==> config.mk <==
export PLATFORM = sky130hd
export DESIGN_NAME = countdown_timer
export DESIGN_NICKNAME = d
export VERILOG_FILES = /design/src/rtl/countdown_timer.sv
export SDC_FILE = /design/constraint.sdc
export NUM_CORES = 1
export LEC_CHECK = 0
export BUFFER_PORTS_ARGS = -buffer_cell sky130_fd_sc_hd__buf_2
export CORE_MARGIN = 2
export CORE_UTILIZATION = 46
export CTS_CLUSTER_DIAMETER = 100
export CTS_CLUSTER_SIZE = 40
export DETAILED_ROUTE_END_ITERATION = 6
export PLACE_DENSITY = 0.83
export SYNTH_ARGS = -nofsm -noshare
export SYNTH_HDL_FRONTEND = slang
export SYNTH_SLANG_ARGS = --single-unit
==> constraint.sdc <==
create_clock -name clk -period 1.8 [get_ports clk]
set_input_delay 0.18 -clock clk [delete_from_list [all_inputs] [get_ports clk]]
set_output_delay 0.18 -clock clk [all_outputs]
set_load 0.02 [all_outputs]
==> src/rtl/countdown_timer.sv <==
// BCD MM:SS countdown timer (max 59:59) with IDLE/RUN/PAUSED/EXPIRED control.
// Every output is registered and updates on the clock edge after its cause.
module countdown_timer (
   input  logic       clk,
   input  logic       reset,
   input  logic       tick,
   input  logic       start,
   input  logic       stop,
   input  logic       set,
   input  logic [2:0] set_min_T,
   input  logic [3:0] set_min_U,
   input  logic [2:0] set_sec_T,
   input  logic [3:0] set_sec_U,
   output logic [2:0] min_T,
   output logic [3:0] min_U,
   output logic [2:0] sec_T,
   output logic [3:0] sec_U,
   output logic       running,
   output logic       expired,
   output logic       expired_pulse,
   output logic       set_err
);

   typedef enum logic [1:0] {IDLE, RUN, PAUSED, EXPIRED} state_t;

   state_t     state_reg;
   logic       set_valid;
   logic       count_zero;
   logic       count_one;
   logic [2:0] dec_min_T;
   logic [3:0] dec_min_U;
   logic [2:0] dec_sec_T;
   logic [3:0] dec_sec_U;

   assign set_valid  = (set_min_T <= 3'd5) && (set_min_U <= 4'd9) &&
                       (set_sec_T <= 3'd5) && (set_sec_U <= 4'd9);
   assign count_zero = (min_T == 3'd0) && (min_U == 4'd0) &&
                       (sec_T == 3'd0) && (sec_U == 4'd0);
   assign count_one  = (min_T == 3'd0) && (min_U == 4'd0) &&
                       (sec_T == 3'd0) && (sec_U == 4'd1);

   // Borrow chain; only used when the count is non-zero, so min_T never underflows.
   always_comb begin
      dec_min_T = min_T;
      dec_min_U = min_U;
      dec_sec_T = sec_T;
      dec_sec_U = sec_U;
      if (sec_U != 4'd0) begin
         dec_sec_U = sec_U - 4'd1;
      end else begin
         dec_sec_U = 4'd9;
         if (sec_T != 3'd0) begin
            dec_sec_T = sec_T - 3'd1;
         end else begin
            dec_sec_T = 3'd5;
            if (min_U != 4'd0) begin
               dec_min_U = min_U - 4'd1;
            end else begin
               dec_min_U = 4'd9;
               if (min_T != 3'd0) dec_min_T = min_T - 3'd1;
            end
         end
      end
   end

   always_ff @(posedge clk) begin
      if (reset) begin
         state_reg     <= IDLE;
         min_T         <= 3'd0;
         min_U         <= 4'd0;
         sec_T         <= 3'd0;
         sec_U         <= 4'd0;
         running       <= 1'b0;
         expired       <= 1'b0;
         expired_pulse <= 1'b0;
         set_err       <= 1'b0;
      end else begin
         expired_pulse <= 1'b0;
         set_err       <= 1'b0;
         if (set) begin
            // A rejected set consumes the cycle: nothing else is acted on.
            if (set_valid) begin
               min_T     <= set_min_T;
               min_U     <= set_min_U;
               sec_T     <= set_sec_T;
               sec_U     <= set_sec_U;
               state_reg <= IDLE;
               running   <= 1'b0;
               expired   <= 1'b0;
            end else begin
               set_err <= 1'b1;
            end
         end else if (stop) begin
            case (state_reg)
               RUN: begin
                  state_reg <= PAUSED;
                  running   <= 1'b0;
               end
               EXPIRED: begin
                  state_reg <= IDLE;
                  expired   <= 1'b0;
               end
               default: ;
            endcase
         end else if (start) begin
            if ((state_reg == IDLE || state_reg == PAUSED) && !count_zero) begin
               state_reg <= RUN;
               running   <= 1'b1;
            end
         end else if (tick && state_reg == RUN && !count_zero) begin
            min_T <= dec_min_T;
            min_U <= dec_min_U;
            sec_T <= dec_sec_T;
            sec_U <= dec_sec_U;
            if (count_one) begin
               state_reg     <= EXPIRED;
               running       <= 1'b0;
               expired       <= 1'b1;
               expired_pulse <= 1'b1;
            end
         end
      end
   end

endmodule

# Word-level counts from Yosys, hierarchy flattened
# Cells that the tools add are included.
# word_totals
register_bits	20
latch_bits	0
romBits	0
inputBits	20
mem_bits_rw	0
wordCells	124
mem_count	0
output_inout_bits	18
# op_classes
eq_ne	15
n_shift	0
bitwise_logic	2
reduce_logical	36
mux	54
n_lt_le_gt_ge	4
n_div	0
add_sub_neg	4
mul	0
# ops
cell	count
2-to-1 mux 4 bit	14
2-to-1 mux 3 bit	16
AND reduction 5 bit	4
2-to-1 mux 1 bit	16
nonzero test 4 bit	4
2-to-1 mux 2 bit	7
nonzero test 3 bit	4
logical AND 1 bit	10
!= test 3 x 1 -> 1 bit (second input constant)	3
less-or-equal comparator 4 bit (second input constant)	2
zero test 4 bit	2
!= test 4 x 1 -> 1 bit (second input constant)	2
AND reduction 8 bit	1
subtractor 4 x 1 -> 4 bit (second input constant)	2
less-or-equal comparator 3 bit (second input constant)	2
zero test 3 bit	2
!= test 2 x 1 -> 1 bit (second input constant)	3
!= test 2 bit (second input constant)	3
AND reduction 6 bit	1
subtractor 3 x 1 -> 3 bit (second input constant)	2
OR reduction 5 bit	1
equality test 2 bit (second input constant)	2
equality test 4 x 1 -> 1 bit (second input constant)	1
one-hot mux 2 bit (2 select lines)	1
8 further kinds	10

# Longest topological paths before layout
# Gate-level depths: netlist of run 1.
# depth
word_depth	10
depth_mapped	9
depth_no_buf	7

# Worst setup path after synthesis of run 1
# No wires, ideal clock.
# synth_path
path_kind	reg2reg
from	reg min_T[0]
to	reg min_T[1]
stages_incl_launch_ff	9
required_ns	1.713
setup_ns	0.087
path_slack_ns	-0.284
t_arrival_ns	1.997
period_less_slack_ns	2.084
path_buffers	1
cell_sequence	dfxtp_1 > inv_1 > ha_1 > nor2b_1 > and4_1 > buf_2 > o21a_1 > or4_1 > o31ai_1
# synth_via
elab_chain_len	9
word_cells_on_any_way	19
classes_between	1 x add/sub; 8 x mux; 10 x reduce/logical
# synth_lines
item	line_no	source
from (decl)	14	output logic [2:0] min_T,
from (signal assigned)	83	min_T <= set_min_T;
from (signal assigned)	111	min_T <= dec_min_T;
subtractor 3 x 1 -> 3 bit	60	if (min_T != 3'd0) dec_min_T = min_T - 3'd1;
2-to-1 mux 3 bit	60	
2-to-1 mux 3 bit	56	if (min_U != 4'd0) begin
2-to-1 mux 3 bit	52	if (sec_T != 3'd0) begin
2-to-1 mux 3 bit	48	if (sec_U != 4'd0) begin
2-to-1 mux 3 bit	110	end else if (tick && state_reg == RUN && !count_zero) begin
2-to-1 mux 3 bit	105	end else if (start) begin
2-to-1 mux 3 bit	93	end else if (stop) begin
2-to-1 mux 3 bit	80	if (set) begin
# Several ways; a longest one is shown, not always the timed one. The select of a mux whose other input is x is not followed.
# A chain may end at the register's enable or synchronous reset.

# Worst setup path after layout of run 1
# layout_path
from	reg min_U[0]
to	reg min_T[2]
# layout_via
elab_chain_len	8
word_cells_on_any_way	10
classes_between	1 x eq/ne; 9 x reduce/logical
# layout_lines
item	line_no	source
from (decl)	15	output logic [3:0] min_U,
from (signal assigned)	84	min_U <= set_min_U;
from (signal assigned)	112	min_U <= dec_min_U;
zero test 4 bit	37	assign count_zero = (min_T == 3'd0) && (min_U == 4'd0) &&
logical AND 1 bit (2 in a row)	37	
logical AND 1 bit	38	(sec_T == 3'd0) && (sec_U == 4'd0);
zero test 1 bit	110	
logical AND 1 bit	110	
nonzero test 2 bit (no source line)	--	
AND reduction 8 bit (no source line) (*)	--	
# Mark *: on every way between the ends. The rest lies on a longest branch, timed or not.

==> results of run 1 <==
area by class of cell:
class                   instances  area share (%)
clock buffers                   4            1.40
inverters                       7            1.40
multi-input cells             133            48.6
flip-flops and latches         20            22.2
well taps                      31            2.06
repair buffers                 71            24.4
per-layer routing:
layer | part of all wire (%) | vias up | GRT usage [%]
li1 | - | 773 | -
met1 | 43 | 747 | 30.4
met2 | 50 | 62 | 38.5
met3 | 5.9 | 9 | 4.15
met4 | 1.9 | 0 | 6.80
met5 | 0 | - | 0
power groups by stage:
stage	Combinational (mW)	Clock, mW	Sequential [mW]
2_1_floorplan	0.189	0	0.505
3_3_place_gp	0.336	0	0.480
4_1_cts	0.354	0.234	0.470
3_5_place_dp	0.339	0	0.481
6_report	0.405	0.241	0.471
5_1_grt	0.438	0.259	0.473
worst max-delay path, delay by kind of cell (launching register included):
| family | cells | cell delay (ps) |
|---|---|---|
| AND/OR/NAND/NOR | 2 | 830 |
| AO/OA/AOI/OAI | 2 | 440 |
| flip-flops | 1 | 360 |
| buffers and inverters | 1 | 180 |
cell families (layout without fill, tap and decap cells):
group / count (synthesis) / after routing / synth area share [%]
simple gates: 65 / 65 / 27.3
compound gates: 64 / 64 / 31.8
flops: 20 / 20 / 31.4
buf+inv: 19 / 82 / 6.08
fa+ha+maj: 2 / 2 / 1.96
mux: 2 / 2 / 1.57
worst max path at each step:
| stage | startpoint | end | slack [ps] | depth (start not counted) |
|---|---|---|---|---|
| after floorplan | min_U[1] | min_T[1] | -130 | 5 |
| after global placement | min_U[1] | min_T[1] | -50 | 5 |
| after detailed placement | min_U[1] | min_T[2] | -150 | 5 |
| after CTS | min_U[0] | min_T[2] | -120 | 5 |
| after global routing | min_U[0] | min_T[2] | -220 | 5 |
| final | min_U[0] | min_T[2] | -130 | 5 |
timing repair:
item | in CTS | in global routing
pin swaps | 6 | 5
buffers inserted | 2 | 0
gates resized for setup | 5 | 21
endpoints found under the setup margin | 8 | 13
through the flow:
| stage | hold slack (ps) | setup WS, ps | utilization (%) | setup TNS (ps) | total power, mW |
|---|---|---|---|---|---|
| finish | 132 | -127 | 70.1 | -231 | 1.12 |
| global route | 145 | -222 | 70.1 | -608 | 1.17 |
| CTS | 151 | -124 | 66.7 | -164 | 1.06 |
| detailed placement | 467 | -145 | 64.3 | -346 | 0.820 |
| global placement | 459 | -51.4 | 64.3 | -141 | 0.816 |
| floorplan | 263 | -131 | - | -142 | 0.694 |
cells in the final DEF, fill, tap and decap left out, types with 4 or more instances in the layout:
cell,n
a31oi_1,8
nand2_1,9
buf_4,29
dfxtp_1,14
buf_2,37
o31ai_1,4
nand3_1,4
inv_1,5
o21ai_0,14
nor2_1,19
nor3_1,8
dfxtp_4,4
buf_6,5
a21oi_1,11
==> summary.md, run 1 <==
| Metric | Value |
|---|---|
| Status | finished, violations left |
| Violated checks | negative setup slack |
| Layout Cells excl Fill | roughly 270 |
| CTS Buf Count | 3 |
| Detail Placement HPWL | approximately 2.7 mm |
| Mapped Area | 0.00128 mm2 |
| Die area | around 0.0032 mm2 |
| Cell count after synthesis | around 170 |
| Hold depth | 3 |
| Post-synth EDFFs | 0 |
| Share of the synthesized area in the top cell type | 31.4% |
| Maximum vdd drop | between 400 and 500 uV |
| Fill cell count | between 200 and 250 |
| Routed Antenna Nets | 0 |
| Switching Fraction | between 30% and 40% |
| CP Max Fanout | 3 |
| Min-Delay Endpoint | sec_U[0] |
| Period minus WS final | 1930 ps |
| Worst skew pair latency | around 320 ps |
| Sequential fraction of design power | between 40% and 50% |
| Ys flop type | dfxtp_1 |
| Slew Viols, Final | 0 |
| Registers with the most flip-flops | min_U (4), sec_U (4) |
| Hold Buf Count CTS | 0 |
| CTS Buffer Depth | 2 |
| CTS root buf | clkbuf_4 |
| Boundary Pins | 38 |
| Initial antenna violation count | 0 |
| Comb pwr share | 36.3% |
| Final Skew | 15.1 ps |
| Crit-path cells | or4_4 -> nor4_4 -> buf_4 -> a31oi_1 -> a2111oi_2 |
| CTS Sinks | 20 |
| Reg-to-reg critical path startpoint | min_U[0] |
| Final antenna diode count | 0 |
| All-layer global routing usage | between 20% and 30% |
| Clock transition at path regs | around 130 ps |
| F_max | a little over 500 MHz |
| Crit path required time | 2010 ps |
| Worst-margin pin slew | about 460 ps |
| Internal | approximately 0.73 mW |
| Unrepaired setup endpoints after global routing | true |
| Synth-to-Final Area Change | 47.5% |
| Cell taking the most area after synthesis | dfxtp_1 |
| Hold_sp | set_sec_U[0] |
| Synth unique cells | 39 |
| Setup ws final | -127 ps |
| Slew headroom | 69.4% |
| Critical path arrival | about 2100 ps |
| Clock power frac | between 20% and 30% |
| Synth Warn # | 0 |
| Reg2reg end | min_T[2] |
| First-pass GRT wire length | about 5.9 mm |
| Multi-input logic area | roughly 910 um2 |
| Largest cells by area after synthesis | dfxtp_1, o21ai_0, nor2_1 |
| Pwr/cell area | 594 mW/mm2 |
| CP endpoint kind | register |
| R2r setup slk | -130 ps |
| Nets@finish | roughly 260 |
| Final Cell Area | 0.00188 mm2 |
| Die Y | roughly 57 um |
| Final hold vios | 0 |
| Initial Util | a little under half |
| Detailed-route DRC error count | 0 |
| CTS tree | built |
| Vias | about 1.6k |
| # Max-Cap Violations | 0 |
| Syn Area/Cell | roughly 7.4 um2 |
| Inst Count DP | 260 |
| IO Port Bufs | 37 |
| Endpoints failing setup | 3 |
| Wire length per cell | around 15 um |
| Initial DRT Pass Iterations | 4 |
| Static Leakage | a little over 0.8 nW |
| Setup Crit Path Kind | register to register |
| Cell Rows | 19 |
| Hold Path Class | input pin to register |
| GRT Residual Overflow | 0 |
| Most common cell in the netlist | dfxtp_1 |
| Final worst path period share | 107% |
| Post-synthesis sequential area ratio | approximately a third |
| Commonest cells in the netlist | dfxtp_1, nor2_1, o21ai_0 |
| Slowest cell on crit path | or4_4 |
| Routability cong. | between 0.8 and 0.9 |
| Area after DPL | 0.00173 mm2 |
| Share of cells above drive strength 1 | 43.0% |
| Largest stage delay, worst path | approximately 550 ps |
| Die X | about 57 um |
| H-Tree Depth | 1 |
| Register-to-Register Path Depth | 5 |
| Number of global-route vias before repair | about 1.3k |
| Iter 0 DRT Violations | 80 |
| Psw | 0.390 mW |
| Vias per cell | around 6 |
| Register area | around 420 um2 |
| Largest net degree at the start of global routing | 28 |
| Core region area | 0.00269 mm2 |
| Syn nets | approximately 190 |
| #FFs+latches synth | 20 |
| Critical Path Source Type | register |
| Drt total wl | a little over 4 mm |
| Fraction of registers with async set or reset after synthesis | 0% |
Note: power is estimated with default switching activity, not from simulation.
==> run 2: changes to the inputs <==
--- a/config.mk
+++ b/config.mk
@@ -11,7 +11,9 @@
 export CTS_CLUSTER_DIAMETER = 100
 export CTS_CLUSTER_SIZE = 40
 export DETAILED_ROUTE_END_ITERATION = 6
+export MAX_ROUTING_LAYER = met4
 export PLACE_DENSITY = 0.83
+export REMOVE_ABC_BUFFERS = 1
 export SYNTH_ARGS = -nofsm -noshare
 export SYNTH_HDL_FRONTEND = slang
 export SYNTH_SLANG_ARGS = --single-unit
==> run 2 against run 1 <==
Effect of this change: the run still ends with negative setup slack left; die area unchanged; critical path depth up 1; global-route usage up 3.4 points; flip-flop and latch count unchanged; worst setup slack better by 44 ps; cell count up 1.1%; via count up 1.5%; critical path type unchanged.
==> summary.md, run 2 (synthesis gave the netlist of run 1 again) <==
| Metric | Value |
|---|---|
| CTS Sinks | 20 (unchanged) |
| CTS root buf | clkbuf_4 |
| Critical path arrival | 2110 ps (-30 ps) |
| Number of global-route vias before repair | 1524 (+16%) |
| CP endpoint kind | register |
| Slew headroom | 71.3% (+1.9 points) |
| Die area | 0.00321 mm2 (unchanged) |
| Slew Viols, Final | 0 (unchanged) |
| Pwr/cell area | 600 mW/mm2 (+1.1%) |
| Iter 0 DRT Violations | 86 (+7.5%) |
| Clock transition at path regs | 130 ps (about the same) |
| CTS tree | built |
| First-pass GRT wire length | 6.60 mm (+11%) |
| All-layer global routing usage | 26.6% (+3.4 points) |
| Vias per cell | 6.00 (+0.38%) |
| Detail Placement HPWL | 2.92 mm (+9.8%) |
| Largest net degree at the start of global routing | 24 (-14%) |
| Maximum vdd drop | 466 uV (-5.5%) |
| Boundary Pins | 38 (unchanged) |
| Initial DRT Pass Iterations | 4 (unchanged) |
| CTS Buf Count | 3 (unchanged) |
| Routed Antenna Nets | 0 (unchanged) |
| Setup Crit Path Kind | register to register |
| F_max | 531 MHz (+2.3%) |
| CTS Buffer Depth | 2 (unchanged) |
| Detailed-route DRC error count | 0 (unchanged) |
| Die X | 56.7 um (unchanged) |
| # Max-Cap Violations | 0 (unchanged) |
| Register area | 407 um2 (-2.7%) |
| Commonest non-fill, non-tap cells in the layout | buf_2, buf_4, nor2_1, o21ai_0, dfxtp_1 |
| IO Port Bufs | 37 (unchanged) |
| Final hold vios | 0 (unchanged) |
| Die Y | 56.7 um (unchanged) |
| Wire length per cell | 15.4 um (+0.31%) |
| Unrepaired setup endpoints after global routing | true |
| Period minus WS final | 1880 ps (-43.7 ps) |
| Initial antenna violation count | 0 (unchanged) |
| Final Skew | 8.64 ps (-6.46 ps) |
| Fill cell count | 210 (-3.2%) |
| Final antenna diode count | 0 (unchanged) |
| Setup ws final | -82.8 ps (+43.7 ps) |
| Share of cells above drive strength 1 | 43.7% (+0.72 points) |
| R2r setup slk | -80 ps (+40 ps) |
| Most common cell after layout, fill and taps aside | buf_2 |
| Final worst path period share | 105% (-2.4 points) |
| Status | finished, violations left |
| Vias | 1615 (+1.5%) |
| Nets@finish | 262 (+1.6%) |
| Drt total wl | 4.14 mm (+1.4%) |
| Layout Cells excl Fill | 269 (+1.1%) |
| Multi-input logic area | 891 um2 (-2.6%) |
| Hold Path Class | input pin to register |
| Initial Util | 47.5% (unchanged) |
| Violated checks | negative setup slack |
| Routability cong. | 0.880 (-1.4%) |
| CP Max Fanout | 2 (-1) |
| GRT Residual Overflow | 0 (unchanged) |
| Hold Buf Count CTS | 0 (unchanged) |
| Endpoints failing setup | 3 (unchanged) |
| Cell Rows | 19 (unchanged) |
| H-Tree Depth | 1 (unchanged) |
| Synth-to-Final Area Change | 46.3% |
| Worst-margin pin slew | 431 ps (-28.0 ps) |
| Core region area | 0.00269 mm2 (unchanged) |
| Crit path required time | 2020 ps (about the same) |
| Inst Count DP | 262 (+0.77%) |
| Critical Path Source Type | register |
| Fin util | 69.5% (-0.61 points) |
| Registers with the most flip-flops | min_U (4), sec_U (4) |
| Static Leakage | 0.813 nW (+1.0%) |
| Worst skew pair latency | 310 ps (about the same) |
[run 2: worst paths after layout]
check,endpoint,cells past startpoint,startpoint
max,min_T[1],6,sec_U[0]
min,sec_U[0],3,set_sec_U[0]
max reg2reg,min_T[1],6,sec_U[0]
min reg2reg,running,2,running
[run 2: metal layers]
metal / global-route usage (%) / part of all wire [%] / wire length, um / vias up
li1: - / - / - / 780
met5: - / 0 / 0 / -
met3: 3.69 / 7.6 / 313 / 12
met4: 12.6 / 2.8 / 114 / 0
met1: 33.0 / 40 / 1660 / 745
met2: 42.5 / 50 / 2060 / 78
[run 2: report_power, final]
group	switching, mW	total, mW	internal, mW
sequential	0.0146	0.476	0.462
combinational	0.217	0.412	0.195
clock	0.154	0.232	0.0783
total	0.386	1.12	0.735
[run 2: per-stage QoR]
stage	TNS (ps)	setup WS [ps]	hold WS, ps	total power [mW]	area [um2]
after floorplan	-4780	-592	249	0.657	1220
final	-135	-82.8	126	1.12	1870
after detailed placement	-1740	-221	474	0.835	1700
after global placement	-2030	-246	473	0.827	1700
after global routing	-463	-141	136	1.17	1870
after CTS	-189	-85.6	141	1.08	1790
[run 2: layout make-up]
cell class | instances | area share [%]
flip-flops and latches | 20 | 21.8
well taps | 31 | 2.08
inverters | 7 | 1.41
clock buffers | 3 | 1.21
multi-input cells | 133 | 47.7
repair buffers | 75 | 25.8
[run 2: what timing repair did]
action / in CTS / in global routing
pin swaps: 4 / 10
setup buffers: 2 / 2
endpoints found under the setup margin: 14 / 16
resized for setup: 15 / 21
[run 2: worst max-delay path: stages (launching register included)]
cell	delay (ps)
dfxtp_2	340
or4_4	550
nor4_4	240
buf_4	150
nor2_2	30
or4_1	400
o31ai_1	80
